$ cat config.mk
export PLATFORM = sky130hd
export DESIGN_NAME = font_line_prefetch
export DESIGN_NICKNAME = d
export VERILOG_FILES = /design/src/rtl/font_line_prefetch.sv
export SDC_FILE = /design/constraint.sdc
export NUM_CORES = 1
export LEC_CHECK = 0
export ABC_AREA = 1
export BUFFER_PORTS_ARGS = -buffer_cell sky130_fd_sc_hd__buf_2
export CAP_MARGIN = 20
export CORE_MARGIN = 2
export CORE_UTILIZATION = 60
export DETAILED_ROUTE_END_ITERATION = 10
export PLACE_DENSITY = 0.82
export SYNTH_ARGS = -nofsm -noshare
export SYNTH_HDL_FRONTEND = slang
export SYNTH_SLANG_ARGS = --single-unit
$ cat constraint.sdc
create_clock -name clk -period 6.78 [get_ports clk]
set_clock_uncertainty 0.1 [all_clocks]
set_input_delay 0.339 -clock clk [delete_from_list [all_inputs] [get_ports clk]]
set_output_delay 0.339 -clock clk [all_outputs]
set_load 0.005 [all_outputs]
$ cat src/rtl/font_line_prefetch.sv
// font_line_prefetch
//
// Line-ahead font prefetcher for the VGA text overlay. During horizontal
// blanking it walks the character field table, reads the font row of every
// field that covers the upcoming line from the shared font ROM, and stores
// it in the fetch half of a double-buffered line buffer. During the active
// line, pixels are served from the display half, so the pixel path never
// touches the ROM.
//
// Parameters:
//   NUM_FIELDS  number of character fields (1..8)
//   ROM_LAT     font ROM read latency, rom_rd -> rom_data valid (1..3)
//
// Ports:
//   clk, reset      pixel clock, synchronous active-high reset
//   h_blank_start   pulse: sample next_line and field table, start a fetch
//   line_start      pulse: swap fetch/display banks
//   next_line       y of the line to fetch
//   pixelx          current x in the active line
//   field_char/x/y/color  packed per-field table (field i at slice i)
//   rom_addr, rom_rd, rom_data  font ROM port ({char, row}, strobe, row bits)
//   pixel_on, color_addr        registered pixel result (one cycle behind pixelx)
//   overrun         sticky: a fetch was cut short by line_start or h_blank_start
//
// Optional feature macro FIELD_BLINK_EN adds frame_start / blink_mask and a
// frame counter; masked fields are hidden during the upper half of each
// 64-frame period.
module font_line_prefetch #(
  parameter int NUM_FIELDS = 6,
  parameter int ROM_LAT    = 1
) (
  input  logic                    clk,
  input  logic                    reset,
  input  logic                    h_blank_start,
  input  logic                    line_start,
`ifdef FIELD_BLINK_EN
  input  logic                    frame_start,
  input  logic [NUM_FIELDS-1:0]   blink_mask,
`endif
  input  logic [9:0]              next_line,
  input  logic [9:0]              pixelx,
  input  logic [7*NUM_FIELDS-1:0] field_char,
  input  logic [10*NUM_FIELDS-1:0] field_x,
  input  logic [10*NUM_FIELDS-1:0] field_y,
  input  logic [4*NUM_FIELDS-1:0] field_color,
  output logic [10:0]             rom_addr,
  output logic                    rom_rd,
  input  logic [7:0]              rom_data,
  output logic                    pixel_on,
  output logic [3:0]              color_addr,
  output logic                    overrun
);

  localparam int IW = (NUM_FIELDS > 1) ? $clog2(NUM_FIELDS) : 1;

  typedef enum logic [2:0] {IDLE, CHECK, READ, WAIT, STORE} state_t;

  state_t state, state_n;

  logic [IW-1:0] idx;
  logic [1:0]    wcnt;

  // Field table snapshot taken at h_blank_start
  logic [9:0] line_q;
  logic [6:0] char_q [NUM_FIELDS];
  logic [9:0] x_q    [NUM_FIELDS];
  logic [9:0] y_q    [NUM_FIELDS];
  logic [3:0] col_q  [NUM_FIELDS];

  // Double-buffered line buffer; fb selects the bank being fetched into
  logic                  fb;
  logic                  db;
  logic [NUM_FIELDS-1:0] bval [2];
  logic [7:0]            brow [2][NUM_FIELDS];
  logic [9:0]            bx   [2][NUM_FIELDS];
  logic [3:0]            bcol [2][NUM_FIELDS];

  logic [9:0] cur_y;
  logic [9:0] row_diff;
  logic       field_active;
  logic       last_field;
  logic       store_commit;

  logic [NUM_FIELDS-1:0] blink_off;
  logic                  pix_on_n;
  logic [3:0]            pix_col_n;
  logic [9:0]            dx;

  assign db = ~fb;

  // ---------------------------------------------------------------- snapshot
  always_ff @(posedge clk) begin
    if (h_blank_start) begin
      line_q <= next_line;
      for (int unsigned i = 0; i < NUM_FIELDS; i++) begin
        char_q[i] <= field_char[7*i +: 7];
        x_q[i]    <= field_x[10*i +: 10];
        y_q[i]    <= field_y[10*i +: 10];
        col_q[i]  <= field_color[4*i +: 4];
      end
    end
  end

  // The >= test guards the subtraction, so a field near y=1023 never
  // wraps around to match small line numbers.
  always_comb begin
    cur_y        = y_q[idx];
    row_diff     = line_q - cur_y;
    field_active = (line_q >= cur_y) && (row_diff[9:4] == '0);
    last_field   = (idx == IW'(NUM_FIELDS - 1));
  end

  // ------------------------------------------------------------------- FSM
  always_ff @(posedge clk) begin
    if (reset) state <= IDLE;
    else       state <= state_n;
  end

  always_comb begin
    state_n = state;
    case (state)
      IDLE:  state_n = IDLE;
      CHECK: begin
        if (field_active)    state_n = READ;
        else if (last_field) state_n = IDLE;
      end
      READ:  state_n = (ROM_LAT == 1) ? STORE : WAIT;
      WAIT:  if (wcnt == 2'(ROM_LAT - 2)) state_n = STORE;
      STORE: state_n = last_field ? IDLE : CHECK;
      default: state_n = IDLE;
    endcase
    if (line_start)    state_n = IDLE;
    if (h_blank_start) state_n = CHECK;
  end

  // An abort by h_blank_start discards the STORE of the same cycle;
  // line_start does not, the row lands before the banks swap.
  assign store_commit = (state == STORE) && !h_blank_start;

  always_ff @(posedge clk) begin
    if (reset) begin
      idx  <= '0;
      wcnt <= '0;
    end else begin
      if (h_blank_start)
        idx <= '0;
      else if ((state == CHECK && !field_active) || state == STORE)
        idx <= idx + IW'(1);

      if (state != WAIT) wcnt <= '0;
      else               wcnt <= wcnt + 2'd1;
    end
  end

  // rom_rd is registered so it is high exactly during READ; rom_addr holds.
  always_ff @(posedge clk) begin
    if (reset) begin
      rom_rd   <= 1'b0;
      rom_addr <= '0;
    end else begin
      rom_rd <= (state_n == READ);
      if (state_n == READ)
        rom_addr <= {char_q[idx], row_diff[3:0]};
    end
  end

  always_ff @(posedge clk) begin
    if (reset)
      overrun <= 1'b0;
    else if ((line_start || h_blank_start) && state != IDLE)
      overrun <= 1'b1;
  end

  // ----------------------------------------------------------- line buffer
  always_ff @(posedge clk) begin
    if (reset) begin
      fb      <= 1'b0;
      bval[0] <= '0;
      bval[1] <= '0;
    end else begin
      if (store_commit)
        bval[fb][idx] <= 1'b1;
      if (line_start) begin
        fb       <= ~fb;
        bval[db] <= '0;
      end else if (h_blank_start) begin
        bval[fb] <= '0;
      end
    end
  end

  always_ff @(posedge clk) begin
    if (store_commit) begin
      brow[fb][idx] <= rom_data;
      bx[fb][idx]   <= x_q[idx];
      bcol[fb][idx] <= col_q[idx];
    end
  end

  // ----------------------------------------------------------------- blink
`ifdef FIELD_BLINK_EN
  logic [5:0] frame_cnt;

  always_ff @(posedge clk) begin
    if (reset)            frame_cnt <= '0;
    else if (frame_start) frame_cnt <= frame_cnt + 6'd1;
  end

  assign blink_off = frame_cnt[5] ? blink_mask : '0;
`else
  assign blink_off = '0;
`endif

  // --------------------------------------------------------- pixel service
  // Ascending scan; the first lit field found keeps priority.
  always_comb begin
    pix_on_n  = 1'b0;
    pix_col_n = '0;
    dx        = '0;
    for (int unsigned k = 0; k < NUM_FIELDS; k++) begin
      dx = pixelx - bx[db][k];
      if (!pix_on_n && bval[db][k] && !blink_off[k] && (dx < 10'd8) &&
          brow[db][k][3'd7 - dx[2:0]]) begin
        pix_on_n  = 1'b1;
        pix_col_n = bcol[db][k];
      end
    end
  end

  always_ff @(posedge clk) begin
    if (reset) begin
      pixel_on   <= 1'b0;
      color_addr <= '0;
    end else begin
      pixel_on   <= pix_on_n;
      color_addr <= pix_col_n;
    end
  end

endmodule

==> results of run 1 <==
-- placed cells by master (no fill, tap or decap), types with 50 or more instances in the layout --
master	n
ha_1	67
inv_1	132
edfxtp_1	460
buf_2	234
nand2_1	467
nand3_1	134
a21oi_1	74
nor2_1	126
clkbuf_16	50
o21ai_0	82
dlygate4sd3_1	197
mux2i_1	55
-- Yosys cell counts (3+ instances only) --
cell	n	share of area, %
a211oi_1	8	0.27
a21boi_0	4	0.13
a21oi_1	74	1.7
a21oi_2	5	0.20
a31oi_1	6	0.17
a32o_1	21	0.94
buf_2	15	0.34
buf_4	4	0.13
buf_6	5	0.25
clkbuf_1	40	0.67
dfxtp_1	42	3.8
edfxtp_1	460	62
fa_1	7	0.63
ha_1	67	3.8
inv_1	132	2.2
mux2i_1	55	2.5
nand2_1	467	7.9
nand2_2	4	0.11
nand3_1	134	3.0
nand3b_1	12	0.40
nand4_1	37	1.0
nor2_1	138	2.3
nor3_1	4	0.090
o21a_1	3	0.10
o21ai_0	82	1.8
o21ai_1	9	0.20
o21ai_2	3	0.12
o21bai_1	3	0.10
o22ai_1	23	0.65
or2_2	4	0.11
xnor2_1	9	0.35
xor2_1	17	0.67
-- sequential cells by signal (all words and copies together), names as in the netlist, 2 cells and up, named ones only --
register	cells
bx	120
brow	96
x_q	60
y_q	60
bcol	48
char_q	42
col_q	24
bval	12
rom_addr	11
line_q	10
color_addr	4
idx	3
state	3
wcnt	2
-- where the power goes --
part / total [uW] / switching, uW / internal (uW)
logic: 848 / 518 / 330
clock network: 2810 / 1240 / 1570
registers: 3570 / 56.6 / 3510
total: 7220 / 1810 / 5410
-- final cells by class --
type                       instances  share of cell area (%)
sequential                       502                    53.1
multi-input combinational       1221                    24.7
timing repair buffer             464                    12.3
clock buffer                      58                    4.68
tap                              468                    2.12
inverter                         137                    1.88
clock inverter                    34                    1.19
-- logic make-up after synthesis --
kind of cell,count (synthesis),synth area share [%]
AND/OR/NAND/NOR,809,15.4
XOR/XNOR,29,1.24
multiplexers,55,2.47
adder cells (fa/ha/maj),74,4.39
AO/OA/AOI/OAI,254,6.95
flip-flops,502,65.8
buffers and inverters,202,3.75
-- layer usage --
layer / part of all wire [%] / vias to the layer above / wire length (microns)
li1: - / 7725 / -
met1: 34 / 8350 / 22200
met2: 51 / 1295 / 33200
met3: 10 / 275 / 6590
met4: 5.4 / 2 / 3560
met5: 0.012 / - / 8
-- timing repair --
item	in CTS	in global routing
endpoints found under the hold margin	201	0
setup buffers	0	0
hold buffers	197	0
-- path summary, 6_finish.rpt --
kind	cells past startpoint	slack (ps)	to	from
worst min register to register	1	350	wcnt[0]	wcnt[0]
worst max-delay path	18	1520	rom_addr[0]	flop
worst max register to register	18	1520	rom_addr[0]	flop
worst min-delay path	1	50	brow[1][8]	rom_data[0]
-- critical path, delay by kind of cell, from the launching register on --
| family | cells | cell delay [ps] |
|---|---|---|
| and+or+nand+nor | 8 | 1640 |
| DFF | 1 | 340 |
| adders and majority gates | 2 | 530 |
| buffers and inverters | 3 | 1040 |
| AOI/OAI and AO/OA | 5 | 1520 |
-- metrics by stage --
step | instances | hold slack (ps) | total power, uW | area, sq um
after floorplan | 1925 | 297 | 4050 | 22300
after global placement | 2588 | 306 | 4290 | 24000
after detailed placement | 2591 | 325 | 4320 | 24000
after CTS | 2880 | 7.11 | 7120 | 27600
after global routing | 2884 | 55.3 | 7400 | 27600
final | 2884 | 53.2 | 7220 | 27600
==> flow_summary_export.csv, run 1 <==
group,metric,value,unit
status,run_status,"finished clean",
setup_path,crit_path_frequent_cell,"nand2_1",
power,power_leakage,0.0110,uW
grt,initial_antenna_violation_count,1,
yosys,synth_nets,2217,
yosys,postSynthRegisterBits,502,
grt,gr-usage-met1,39.2,%
setup_path,crit_type,"reg2reg",
setup_path,cp.required,7180,ps
grt,grt_start_max_net_pins,98,
timing,final-max-slew-violation-count,0,
route,drc,0,
timing,worst-slew-pin-transition,1180,ps
final_layout,insertedDiodeCount,0,
setup_path,start_kind,"flop",
floorplanning,die-area,38700,sq um
timing,timing.final.ws_setup,1520,ps
power,vdd_drop_max,262,uV
route,detail_route.vias_per_cell,6.12,
placement,detailed_placer_s_ending_hpwl,36200,microns
grt,first_pass_grt_wire_length,98300,microns
placement,worst_slack_after_detailed_placement,2070,ps
floorplanning,start_util,60.9,%
yosys,synth_area,22300,sq um
yosys,yosysSeqAreaShare,65.8,%
final_layout,final.fill_count,2061,
route,route.final.wire_length,65600,microns
clocking,path_clk_slew,70,ps
yosys,postSynthCellCount,1925,
route,drt_first_iter_violations,2326,
hold_path,hp-class,"in2reg",
floorplanning,io_pins,236,
grt,globalRouteOverflowTotal,0,
final_layout,syn_to_final_growth,23.9,%
floorplanning,core,36600,sq um
timing,hold_violations,0,
clocking,cts_tree,"built",
grt,busiest_layer_in_global_routing,"met2",
clocking,number_of_h_tree_levels,2,
timing,maxClockFrequency,190,MHz
floorplanning,die_width,197,microns
timing,min_period,5260,ps
setup_path,cpPeakStageDelay,740,ps
clocking,cells_resized_by_post_cts_repair,0,
timing,setup-tns-final,0,ps
grt,globalRouteTotalUtil,33.6,%
placement,placer_s_final_routability_congestion_estimate,0.946,
setup_path,cp_max_fo,41,
timing,unrepaired_setup_endpoints_after_global_routing,"no",
setup_path,cpMaxStageDelayCell,"a21oi_1",
yosys,synthFlopType,"edfxtp_1",
grt,grt.met3_usage,6.42,%
final_layout,ff_latch_area,14700,sq um
placement,port_buffers,235,
clocking,root_buffer,"clkbuf_16",
floorplanning,rows,70,
setup_path,end_kind,"flop",
route,detailroute.via_count,17600,
final_layout,multi_input_comb_area,6820,sq um
floorplanning,die-height,197,microns
timing,report.final.setup_viol,0,
yosys,yosys_warnings,0,
yosys,syn_avg_cell_area,11.6,sq um
final_layout,fin_nets,2668,
grt,met2_usage,59.8,%
clocking,num_cts_buffers,50,
grt,first_global_vias,17800,
clocking,cts_buffer_depth,3,
yosys,yosysUniqueCellTypes,56,
timing,max_slew_margin,21.5,%
clocking,clk-insertion-delay-late,580,ps
final_layout,layout-drive-gt1-share,16.2,%
final_layout,final_core_utilization,75.4,%
power,power.density_cell_area,262,nW/um^2
route,drt_pre_antenna_iters,8,
setup_path,crit_path_cell_trace,"inv_2, buf_4, nand2_1, a32o_1, o22ai_1, ha_1, fa_1, o21a_1, o21ai_0, nand2_1, nand3_1, nor2_1, nand4_1, a21oi_1, nand3_1, nand2_1, inv_1, nor2_1",
route,drt-wirelength-per-cell,22.7,microns
yosys,async_s_r_ff_share_synth,0,%
timing,post-route-period-util,77.6,%
flow_run,cap_violations,0,
setup_path,critPathArrivalTime,5660,ps
clocking,clock_sinks,502,
route,antenna_left,0,
yosys,synth_enable_flop_cells,460,
(Power assumes the default switching activity.)
==> inputs of run 2 (changes only) <==
Settings changed: CORE_UTILIZATION 60 to 53, PLACE_DENSITY 0.82 to 0.77.
Clock period 6.78 ns to 4.5 ns, I/O delays scaled along.
==> run 2 against run 1 <==
Net effect:
- total power is 48% higher
- sequential share of layout area is 0.42 points lower
- utilization is 8.8 points lower
- fmax is 25% higher
- sequential power is 50% higher
- combinational power is 51% higher
- sequential cell count stayed put
- clock power is 44% higher
- routed wire length is 2.9% lower
- first-iteration DRC count is 21% lower
- non-clock buffer count is 18 higher
- register-to-register slack worse by 1200 ps
==> flow_summary_export.csv, run 2 (synthesis gave the netlist of run 1 again) <==
group,metric,value,unit
clocking,path_clk_slew,60,ps
setup_path,cp.required,4930,ps
final_layout,layout-drive-gt1-share,16.2,%
final_layout,layout_commonest_cell,"nand2_1",
route,drt_pre_antenna_iters,6,
grt,busiest_layer_in_global_routing,"met2",
flow_run,cap_violations,0,
setup_path,cpMaxStageDelayCell,"dfxtp_1",
grt,globalRouteTotalUtil,28.9,%
timing,unrepaired_setup_endpoints_after_global_routing,"no",
setup_path,end_kind,"flop",
hold_path,hp-class,"in2reg",
timing,max_slew_margin,33.0,%
power,vdd_drop_max,499,uV
grt,met2_usage,51.0,%
setup_path,crit_path_cell_trace,"clkinvlp_4, buf_4, o21ai_0, o22ai_1, o21ai_0, ha_1, a21oi_1, o21a_1, o21ai_0, nand2_1, nand3_1, nor2_1, nand3_1, nand2_1, nor2_1, o21ai_2, buf_4, nand3_2, nand2_1, inv_1, nor2_1",
grt,grt_start_max_net_pins,110,
setup_path,start_kind,"flop",
floorplanning,io_pins,236,
placement,detailed_placer_s_ending_hpwl,36800,microns
clocking,number_of_h_tree_levels,2,
grt,first_global_vias,17300,
setup_path,cpPeakStageDelay,540,ps
clocking,clk-insertion-delay-late,630,ps
floorplanning,die_width,209,microns
timing,worst-slew-pin-transition,1010,ps
status,run_status,"finished clean",
timing,report.final.setup_viol,0,
setup_path,timing.critical_path.buf_inv,4,
placement,placer_s_final_routability_congestion_estimate,0.917,
setup_path,r2r_setup_slack,280,ps
final_layout,fin_nets,2685,
route,antenna_left,0,
grt,grt.met3_usage,4.57,%
placement,port_buffers,235,
route,detailroute.via_count,17100,
route,drt_first_iter_violations,1844,
timing,hold_violations,0,
clocking,clock_sinks,502,
timing,post-route-period-util,93.8,%
power,total_power,10700,uW
grt,first_pass_grt_wire_length,96600,microns
power,power.density_cell_area,385,nW/um^2
power,power_leakage,0.0110,uW
setup_path,crit_type,"reg2reg",
route,drc,0,
route,detail_route.vias_per_cell,5.76,
timing,setup-tns-final,0,ps
setup_path,critPathArrivalTime,4650,ps
clocking,num_cts_buffers,49,
floorplanning,die-height,209,microns
timing,min_period,4220,ps
setup_path,cp_max_fo,13,
final_layout,syn_to_final_growth,24.9,%
timing,final-max-slew-violation-count,0,
timing,maxClockFrequency,237,MHz
final_layout,max_ffs_per_register,120,
final_layout,reg_top3,"bx: 120 flops, brow: 96 flops",
grt,gr-usage-met1,35.5,%
final_layout,final.fill_count,2809,
final_layout,final_cell_mix,"nand2_1 (467), edfxtp_1 (460), buf_2 (234)",
clocking,root_buffer,"clkbuf_16",
final_layout,max_flop_register,"bx",
floorplanning,die-area,43700,sq um
setup_path,critical_path.top_delay_family,"compound AO/OA/AOI/OAI gates",
route,drt-wirelength-per-cell,21.4,microns
floorplanning,core,41800,sq um
clocking,cts_buffer_depth,3,
floorplanning,start_util,53.4,%
clocking,cts_tree,"built",
floorplanning,rows,75,
route,route.final.wire_length,63700,microns
grt,globalRouteOverflowTotal,0,
grt,initial_antenna_violation_count,1,
==> run 2: layout make-up <==
class	instances	area [sq um]	share of cell area [%]
diodes	1	2.50	0.00899
flip-flops and latches	502	14700	52.7
multi-input cells	1221	6840	24.6
repair buffers	482	3580	12.9
well taps	539	674	2.42
inverters	137	523	1.88
clock buffers	64	1280	4.61
clock inverters	26	259	0.931
==> run 2: repair_timing <==
item / in CTS / in global routing
setup buffers: 0 / 4
hold buffers: 206 / 0
endpoints found under the hold margin: 298 / 0
resized for setup: 0 / 2
setup endpoints to repair: 0 / 11
==> run 2: power by group <==
| group | internal (uW) | switching (uW) | total, uW |
|---|---|---|---|
| sequential | 5300 | 78.1 | 5370 |
| combinational | 504 | 774 | 1280 |
| clock | 2250 | 1810 | 4060 |
| total | 8050 | 2660 | 10700 |
==> run 2: worst paths after layout <==
check,start,to,cells after the start
setup / recovery,flop,rom_addr[0],21
hold / removal,h_blank_start,line_q[9],1
setup reg to reg,flop,rom_addr[0],21
hold reg to reg,wcnt[0],wcnt[0],1
==> run 2: stage by stage <==
step                      worst slack (ps)  hold slack (ps)  area (sq um)  instances  util, %
final                                  278              176         27800       2972     66.6
after global routing                  43.3              215         27800       2972     66.6
after CTS                              591              168         27700       2964     66.4
after detailed placement               650              303         24100       2668     57.8
after global placement                 816              301         24100       2668     57.8
after floorplan                        799              224         22300       1925        -
==> run 2: worst register-to-register path: stages, from the launching register on <==
cell and delay [ps]:
dfxtp_1 540, clkinvlp_4 250, buf_4 190, o21ai_0 150, o22ai_1 150, o21ai_0 440
ha_1 380, a21oi_1 170, o21a_1 200, o21ai_0 130, nand2_1 100, nand3_1 90
nor2_1 160, nand3_1 90, nand2_1 80, nor2_1 50, o21ai_2 110, buf_4 200
nand3_2 230, nand2_1 150, inv_1 50, nor2_1 110
==> run 2: per-layer routing <==
| metal | vias up | routed length (microns) | share of wire (%) |
|---|---|---|---|
| met5 | - | 0 | 0 |
| met4 | 0 | 2880 | 4.5 |
| met3 | 200 | 5610 | 8.8 |
| met2 | 1022 | 32000 | 50 |
| met1 | 8144 | 23200 | 36 |
| li1 | 7747 | - | - |
